$ cat src/rtl/simd_add_scheduler.sv
// simd_add_scheduler
//   Shares one 4-lane INT12 SIMD adder between NUM_REQ requesters.
//   A round-robin arbiter issues at most one operand pair per enabled
//   cycle. A tag pipeline as deep as the adder latency carries the
//   requester id alongside the adder's internal registers. Each result
//   is returned on a shared bus with a per-requester valid. Response
//   backpressure stalls the adder, the tags and the arbiter through
//   add_clken.
//
// Ports
//   clk, areset          : clock, asynchronous active-high reset
//   flush                : synchronous flush of all in-flight work
//   req_valid/req_ready  : per-requester request handshake
//   req_a/req_b          : per-requester 48-bit operands {x3,x2,x1,x0}
//   rsp_valid/rsp_ready  : per-requester response handshake
//   rsp_data             : shared result bus (adder sum, passed through)
//   add_clken            : adder clock enable
//   add_dsp_reset        : adder synchronous reset
//   add_a/add_b          : adder operands
//   add_sum              : adder result
//   busy                 : at least one transaction in flight
module simd_add_scheduler #(
  parameter int unsigned NUM_REQ     = 4,
  parameter int unsigned ADD_LATENCY = 2
) (
  input  logic                  clk,
  input  logic                  areset,
  input  logic                  flush,
  input  logic [NUM_REQ-1:0]    req_valid,
  output logic [NUM_REQ-1:0]    req_ready,
  input  logic [NUM_REQ*48-1:0] req_a,
  input  logic [NUM_REQ*48-1:0] req_b,
  output logic [NUM_REQ-1:0]    rsp_valid,
  input  logic [NUM_REQ-1:0]    rsp_ready,
  output logic [47:0]           rsp_data,
  output logic                  add_clken,
  output logic                  add_dsp_reset,
  output logic [47:0]           add_a,
  output logic [47:0]           add_b,
  input  logic [47:0]           add_sum,
  output logic                  busy
);

  localparam int unsigned IDW = $clog2(NUM_REQ);

  logic [ADD_LATENCY-1:0]          vld_q, vld_d;
  logic [ADD_LATENCY-1:0][IDW-1:0] id_q, id_d;
  logic [IDW-1:0]                  ptr_q, ptr_d;
  logic                            rst_hold_q, rst_hold_d;

  logic           grant_any;
  logic [IDW-1:0] grant_id;
  logic [IDW-1:0] cand;
  logic           accept;
  logic           last_vld;
  logic [IDW-1:0] last_id;

  assign last_vld = vld_q[ADD_LATENCY-1];
  assign last_id  = id_q[ADD_LATENCY-1];

  // Flush overrides a pending stall so the discarded tags can drain.
  assign add_clken     = !(last_vld && !rsp_ready[last_id]) || flush;
  assign add_dsp_reset = flush | rst_hold_q;
  assign rsp_data      = add_sum;
  assign busy          = |vld_q;
  assign accept        = grant_any && add_clken && !flush;

  // Round-robin search: first valid index at or after ptr, circularly.
  always_comb begin
    grant_any = 1'b0;
    grant_id  = '0;
    cand      = '0;
    for (int unsigned k = 0; k < NUM_REQ; k++) begin
      cand = IDW'((32'(ptr_q) + k) % NUM_REQ);
      if (!grant_any && req_valid[cand]) begin
        grant_any = 1'b1;
        grant_id  = cand;
      end
    end
    if (rst_hold_q) grant_any = 1'b0;
  end

  always_comb begin
    req_ready = '0;
    rsp_valid = '0;
    add_a     = '0;
    add_b     = '0;
    for (int unsigned i = 0; i < NUM_REQ; i++) begin
      if (accept && grant_id == IDW'(i)) begin
        req_ready[i] = 1'b1;
        add_a        = req_a[48*i +: 48];
        add_b        = req_b[48*i +: 48];
      end
      rsp_valid[i] = last_vld && (last_id == IDW'(i));
    end
  end

  always_comb begin
    vld_d      = vld_q;
    id_d       = id_q;
    ptr_d      = ptr_q;
    rst_hold_d = 1'b0;
    if (flush) begin
      vld_d = '0;
    end else if (add_clken) begin
      for (int unsigned s = ADD_LATENCY - 1; s > 0; s--) begin
        vld_d[s] = vld_q[s-1];
        id_d[s]  = id_q[s-1];
      end
      vld_d[0] = accept;
      id_d[0]  = grant_id;
    end
    if (accept) begin
      ptr_d = (grant_id == IDW'(NUM_REQ - 1)) ? '0 : grant_id + 1'b1;
    end
  end

  always_ff @(posedge clk or posedge areset) begin
    if (areset) begin
      vld_q      <= '0;
      id_q       <= '0;
      ptr_q      <= '0;
      rst_hold_q <= 1'b1;
    end else begin
      vld_q      <= vld_d;
      id_q       <= id_d;
      ptr_q      <= ptr_d;
      rst_hold_q <= rst_hold_d;
    end
  end

endmodule

$ cat config.mk
export PLATFORM = sky130hd
export DESIGN_NAME = simd_add_scheduler
export DESIGN_NICKNAME = d
export VERILOG_FILES = /design/src/rtl/simd_add_scheduler.sv
export SDC_FILE = /design/constraint.sdc
export NUM_CORES = 1
export LEC_CHECK = 0
export BUFFER_PORTS_ARGS = -buffer_cell sky130_fd_sc_hd__buf_2
export CAP_MARGIN = 10
export CELL_PAD_IN_SITES_DETAIL_PLACEMENT = 0
export CELL_PAD_IN_SITES_GLOBAL_PLACEMENT = 2
export CORE_AREA = 5 5 228 230
export DETAILED_ROUTE_END_ITERATION = 8
export DIE_AREA = 0 0 233 235
export PLACE_DENSITY = 0.69
export SYNTH_ARGS = -nofsm -noshare
export SYNTH_HDL_FRONTEND = slang
export SYNTH_SLANG_ARGS = --single-unit
$ cat constraint.sdc
create_clock -name clk -period 6.6 [get_ports clk]
set_input_delay 1.32 -clock clk [delete_from_list [all_inputs] [get_ports clk]]
set_output_delay 1.32 -clock clk [all_outputs]
set_load 0.02 [all_outputs]
After elaboration in Yosys (flattened, before gate mapping)
Cells that the tools add are included.
{"block": "totals", "regBits": 9, "out_inout_bits": 155}
{"block": "op_classes", "addsub": 4, "order_cmp": 5, "n_eq_ne": 6, "muxes": 34, "n_bitwise": 2, "reduce_logical": 26}
{"operator": "48-bit two-way mux", "count": 8}
{"operator": "2-bit by 3-bit less-than comparator with 1-bit output, second input constant", "count": 5}
{"operator": "1-bit logical AND", "count": 14}
{"operator": "1-bit two-way mux", "count": 14}
{"operator": "2-bit two-way mux", "count": 7}
{"operator": "1-bit binary-select mux with 2-bit select", "count": 5}
{"operator": "2-bit equality test, second input constant", "count": 4}
{"operator": "1-bit logical NOT", "count": 6}
{"operator": "2-bit by 1-bit adder with 2-bit output, second input constant", "count": 2}
{"operator": "2-bit adder, second input constant", "count": 2}
{"operator": "2-bit by 1-bit equality test with 1-bit output, second input constant", "count": 2}
{"operator": "2-bit logical NOT", "count": 2}
{"operator": "2-bit AND reduction", "count": 1}
{"operator": "2-bit nonzero test", "count": 1}
{"operator": "2-bit OR reduction", "count": 1}
{"operator": "1-bit logical OR", "count": 1}
{"operator": "1-bit NOT", "count": 1}
{"operator": "1-bit bitwise OR", "count": 1}

Depth between registers and ports, before layout
{"block": "logic_depth", "ltp_word": 20, "ltp_mapped": 11, "mapped_depth_nobuf": 8}

Worst setup path before layout
Ideal clock, no wire load.
{"block": "synth_path", "path_type": "input -> output", "startpoint": "in req_valid[1]", "endpoint": "out add_a[12]", "arrival_ns": 3.478, "slack_ns": 1.802, "cell_stages": 10, "n_path_buf": 3, "path_cell_list": "nand2b_1 > a21oi_1 > nor4_1 > ha_1 > clkbuf_1 > clkbuf_1 > buf_1 > a21oi_1 > o21ai_0 > a32o_1"}
{"block": "synth_between", "word_cells_on_any_way": 37, "cone_classes": "eq/ne: 3; mux: 21; reduce/logical: 13"}
{"item": "start, declared", "line_no": "29", "source": "input logic [NUM_REQ-1:0] req_valid,"}
{"item": "1-bit binary-select mux with 2-bit select", "line_no": "75", "source": "if (!grant_any && req_valid[cand]) begin"}
{"item": "1-bit two-way mux (not written as such)", "line_no": "75"}
{"item": "1-bit two-way mux", "line_no": "75"}
{"item": "1-bit logical NOT", "line_no": "75"}
{"item": "1-bit logical AND", "line_no": "75"}
{"item": "1-bit two-way mux", "line_no": "75"}
{"item": "1-bit logical NOT", "line_no": "75"}
{"item": "1-bit logical AND", "line_no": "75"}
{"item": "1-bit two-way mux", "line_no": "75"}
{"item": "1-bit logical NOT", "line_no": "75"}
{"item": "1-bit logical AND", "line_no": "75"}
{"item": "2-bit two-way mux (*)", "line_no": "75"}
{"item": "via grant_id[0]", "line_no": "52", "source": "logic [IDW-1:0] grant_id;"}
{"item": "2-bit logical NOT", "line_no": "89", "source": "if (accept && grant_id == IDW'(i)) begin"}
{"item": "1-bit logical AND", "line_no": "89"}
{"item": "48-bit two-way mux (3 in series)", "line_no": "89"}
{"item": "48-bit two-way mux (*)", "line_no": "89"}
{"item": "end, declared", "line_no": "38", "source": "output logic [47:0] add_a,"}
Mark *: on every way through the listed nets, which the timed path passes. The rest lies on a longest branch. The select of a mux whose other input is x is not followed.

Worst setup path in the final report
{"block": "layout_path", "startpoint": "in req_valid[2]", "endpoint": "out add_b[32]"}
{"block": "layout_between", "word_cells_on_any_way": 37, "cone_classes": "eq/ne: 3; mux: 21; reduce/logical: 13"}
{"item": "1-bit binary-select mux with 2-bit select", "line_no": "75"}
{"item": "1-bit two-way mux (not written as such)", "line_no": "75"}
{"item": "1-bit two-way mux", "line_no": "75"}
{"item": "1-bit logical NOT", "line_no": "75"}
{"item": "1-bit logical AND", "line_no": "75"}
{"item": "1-bit two-way mux", "line_no": "75"}
{"item": "1-bit logical NOT", "line_no": "75"}
{"item": "1-bit logical AND", "line_no": "75"}
{"item": "1-bit two-way mux", "line_no": "75"}
{"item": "1-bit logical NOT", "line_no": "75"}
{"item": "1-bit logical AND", "line_no": "75"}
{"item": "2-bit two-way mux (*)", "line_no": "75"}
{"item": "via grant_id[0]", "line_no": "52"}
{"item": "2-bit logical NOT", "line_no": "89"}
{"item": "1-bit logical AND", "line_no": "89"}
{"item": "48-bit two-way mux (3 in series)", "line_no": "89"}
{"item": "48-bit two-way mux (*)", "line_no": "89"}
{"item": "end, declared", "line_no": "39", "source": "output logic [47:0] add_b,"}
Marks and branches as above.

==> results.sh <==
export IMPL_final_hold_viol_count=0
export IMPL_core_um2=49700
export IMPL_yosys_top_cells_area="a32o_1, nand4b_1, a21oi_1, o21ai_0, buf_4"
export IMPL_post_cts_buffers=0
export IMPL_p_leak_uw=0.00323
export IMPL_cp_slowest_cell="ha_4"
export IMPL_syn_avg_cell_area_um2=6.61
export IMPL_reg2reg_to="ptr_q[1]"
export IMPL_drv_cap=0
export IMPL_dr_pass1_iters=4
export IMPL_grt_overflow_total=0
export IMPL_hold_path_class="flip-flop to flip-flop"
export IMPL_htreeDepth=1
export IMPL_hold_start="id_q[1]"
export IMPL_crit_buf_inv=4
export IMPL_cts_buffer_depth=2
export IMPL_ant_nets=0
export IMPL_dp_hpwl_um=27000
export IMPL_io_pins=598
export IMPL_min_path_cells=1
export IMPL_met2_usage_pct=19.2
export IMPL_clock_sinks=9
export IMPL_totalNegativeSetupSlack_ps=0
export IMPL_status="finished clean"
export IMPL_use_met1_pct=12.9
export IMPL_max_stage_delay_ps=670
export IMPL_power_per_cell_area_nw_per_um2=275
export IMPL_rr_worst_depth=5
export IMPL_wl_um=33200
export IMPL_required_ps=5280
export IMPL_mostFrequentLayoutCell="buf_2"
export IMPL_tightest_slew_ps=1010
export IMPL_rows=82
export IMPL_clk_pin_slew_ps=40
export IMPL_layout_min_cycle_time_ps=5850
export IMPL_grt_usage_pct=10.9
export IMPL_fp_dieW_um=233
export IMPL_vias=7332
export IMPL_yosysTopAreaCellShare_pct=21.2
export IMPL_relSlewSlack_pct=32.0
export IMPL_finalCritPeriodShare_pct=88.7
export IMPL_fmax_mhz=171
export IMPL_crit_path_cell_trace="buf_2 -> nor4_1 -> nor4_1 -> inv_1 -> ha_4 -> buf_12 -> nand2_1 -> o21ai_0 -> a32o_1 -> buf_2"
export IMPL_busiest_layer="met2"
export IMPL_syn_cell_area_um2=4520
export IMPL_multiInputGateArea_um2=3540
export IMPL_cts_made_buffers=3
export IMPL_drc=0
export IMPL_drive_above_1_share_pct=50.8
export IMPL_portBuffers=501
export IMPL_r2r_start="ptr_q[1]"
export IMPL_report_final_slew_viol_count=0
export IMPL_finalPower_uw=2060
export IMPL_crit_type="input pin to output port"
export IMPL_cp_max_fo=51
export IMPL_viasPerCell=4.21
export IMPL_yosysWarningCount=0
export IMPL_finalClockSkew_ps=0.414
export IMPL_die_h_um=235
export IMPL_ir_drop_mv=0.163
export IMPL_synth_fp_nets=1131
export IMPL_hold_end="last_id[1]"
export IMPL_synth_top_cell_by_area="a32o_1"
export IMPL_synth_cells=684
export IMPL_finalNonFillerCells=1741
export IMPL_setup_viol=0
export IMPL_rrSetupSlack_ps=4330
export IMPL_clk_latency_ps=230
export IMPL_fillCellCount=5888
export IMPL_cp_end_kind="output port"
export IMPL_yosysSeqAreaShare_pct=5.01
export IMPL_grt_pass1_wl_um=47200
export IMPL_final_nets=1511
export IMPL_die_area_um2=54800
export IMPL_cts_tree="yes"
export IMPL_cp_arrival_ps=4530
export IMPL_ys_seq_elements=9
export IMPL_met3_usage_pct=2.63
export IMPL_grt_max_degree=86
export IMPL_final_cell_mix="buf_2, a21oi_1, nand2_1, nand4b_1, a32o_1"
export IMPL_ctsHoldBuffers=0
export IMPL_gp_congestion=0.833
export IMPL_dp_cells=1731
export IMPL_areaGrowthSynthToFinish_pct=65.7
export IMPL_antenna_found_initial=9
export IMPL_rsz0062_at_grt="no"
export IMPL_cts_repair_resized=0
export IMPL_cp_start_kind="input pin"
export IMPL_yosysUniqueCellTypes=34
export IMPL_avgRoutedWirePerCell_um=19.1
export IMPL_drtIter0Drc=446
export IMPL_first_global_vias=7357
export IMPL_start_util_pct=9.11
export IMPL_cts_root_buf="clkbuf_16"
export IMPL_cp_top_family="simple AND/OR/NAND/NOR gates"
export IMPL_register_area_um2=226
[state kept, by name, summed over array words and instances (netlist names)]
name and count:
last_id 2, vld_q 2, ptr_q 2, id_q 2
rst_hold_q 1
[final cells by class]
type                    instances  area share [%]
multi-input cells             525            47.3
repair buffers                519            36.9
well taps                     672            11.2
flip-flops and latches          9            3.02
clock buffers                   4            1.05
inverters                       6           0.301
diodes                          6           0.200
[worst max path at each step]
stage / from / endpoint / slack [ps] / cells after the start
6_report: req_valid[2] / add_b[32] / 750 / 10
5_1_grt: req_valid[2] / add_b[32] / 630 / 10
4_1_cts: req_valid[2] / add_b[32] / 770 / 10
3_5_place_dp: req_valid[2] / add_b[32] / 770 / 10
3_3_place_gp: req_valid[2] / add_b[32] / 830 / 10
2_1_floorplan: req_valid[1] / add_a[12] / 1800 / 10
[per-layer routing]
metal  routed length [um]  vias up
met2                16100      422
met3                 2640       54
met1                13200     3469
met5                   27        -
met4                 1200        4
li1                     -     3383
[cells by family after synthesis]
| logic type | synth area share, % |
|---|---|
| adders and majority gates | 1.11 |
| other | 0.0829 |
| DFF | 5.01 |
| and+or+nand+nor | 29.8 |
| muxes | 2.05 |
| AOI/OAI and AO/OA | 44.0 |
| buffers and inverters | 18.0 |
[power by group]
group	switching [uW]	total (uW)	leakage, uW	internal, uW
sequential	23.0	99.0	0.000108	76.0
combinational	1200	1850	0.00309	656
clock	26.4	107	0.0000382	80.7
[cell usage after synthesis]
cell type  number
or2_1           1
a2bb2oi_1       1
and3_1          5
or2_2           2
nand4b_1       96
a221o_1         2
nor3_4          1
buf_6           4
mux2_4          1
dfrtp_1         8
buf_2          20
buf_4          52
o22ai_2         1
clkbuf_1       54
a21oi_1        98
nand2b_1        3
o22ai_1         1
a32o_1         96
mux2i_1         1
nor3b_1         1
nor4_1          2
nor2_1          7
nand2_1        96
conb_1          1
o21ai_0        95
nor2b_1         1
buf_1          14
mux2_2          6
ha_1            4
o22a_1          1
dfstp_2         1
o311ai_0        1
nand3b_1        1
inv_1           6
[through the flow]
stage	setup slack, ps	utilization, %	instance area (um^2)	hold slack (ps)
2_1_floorplan	1800	-	4520	475
3_3_place_gp	830	14.9	7400	495
3_5_place_dp	768	14.9	7400	503
4_1_cts	766	15.1	7480	514
5_1_grt	633	15.1	7480	545
6_report	746	15.1	7490	515
[worst reg2reg max path: stages (launching register included)]
cell	delay (ps)
dfrtp_1	430
mux2i_1	210
nor2_1	70
nor4_1	820
ha_1	370
mux2_2	260
Note: power is estimated with default switching activity, not from simulation.
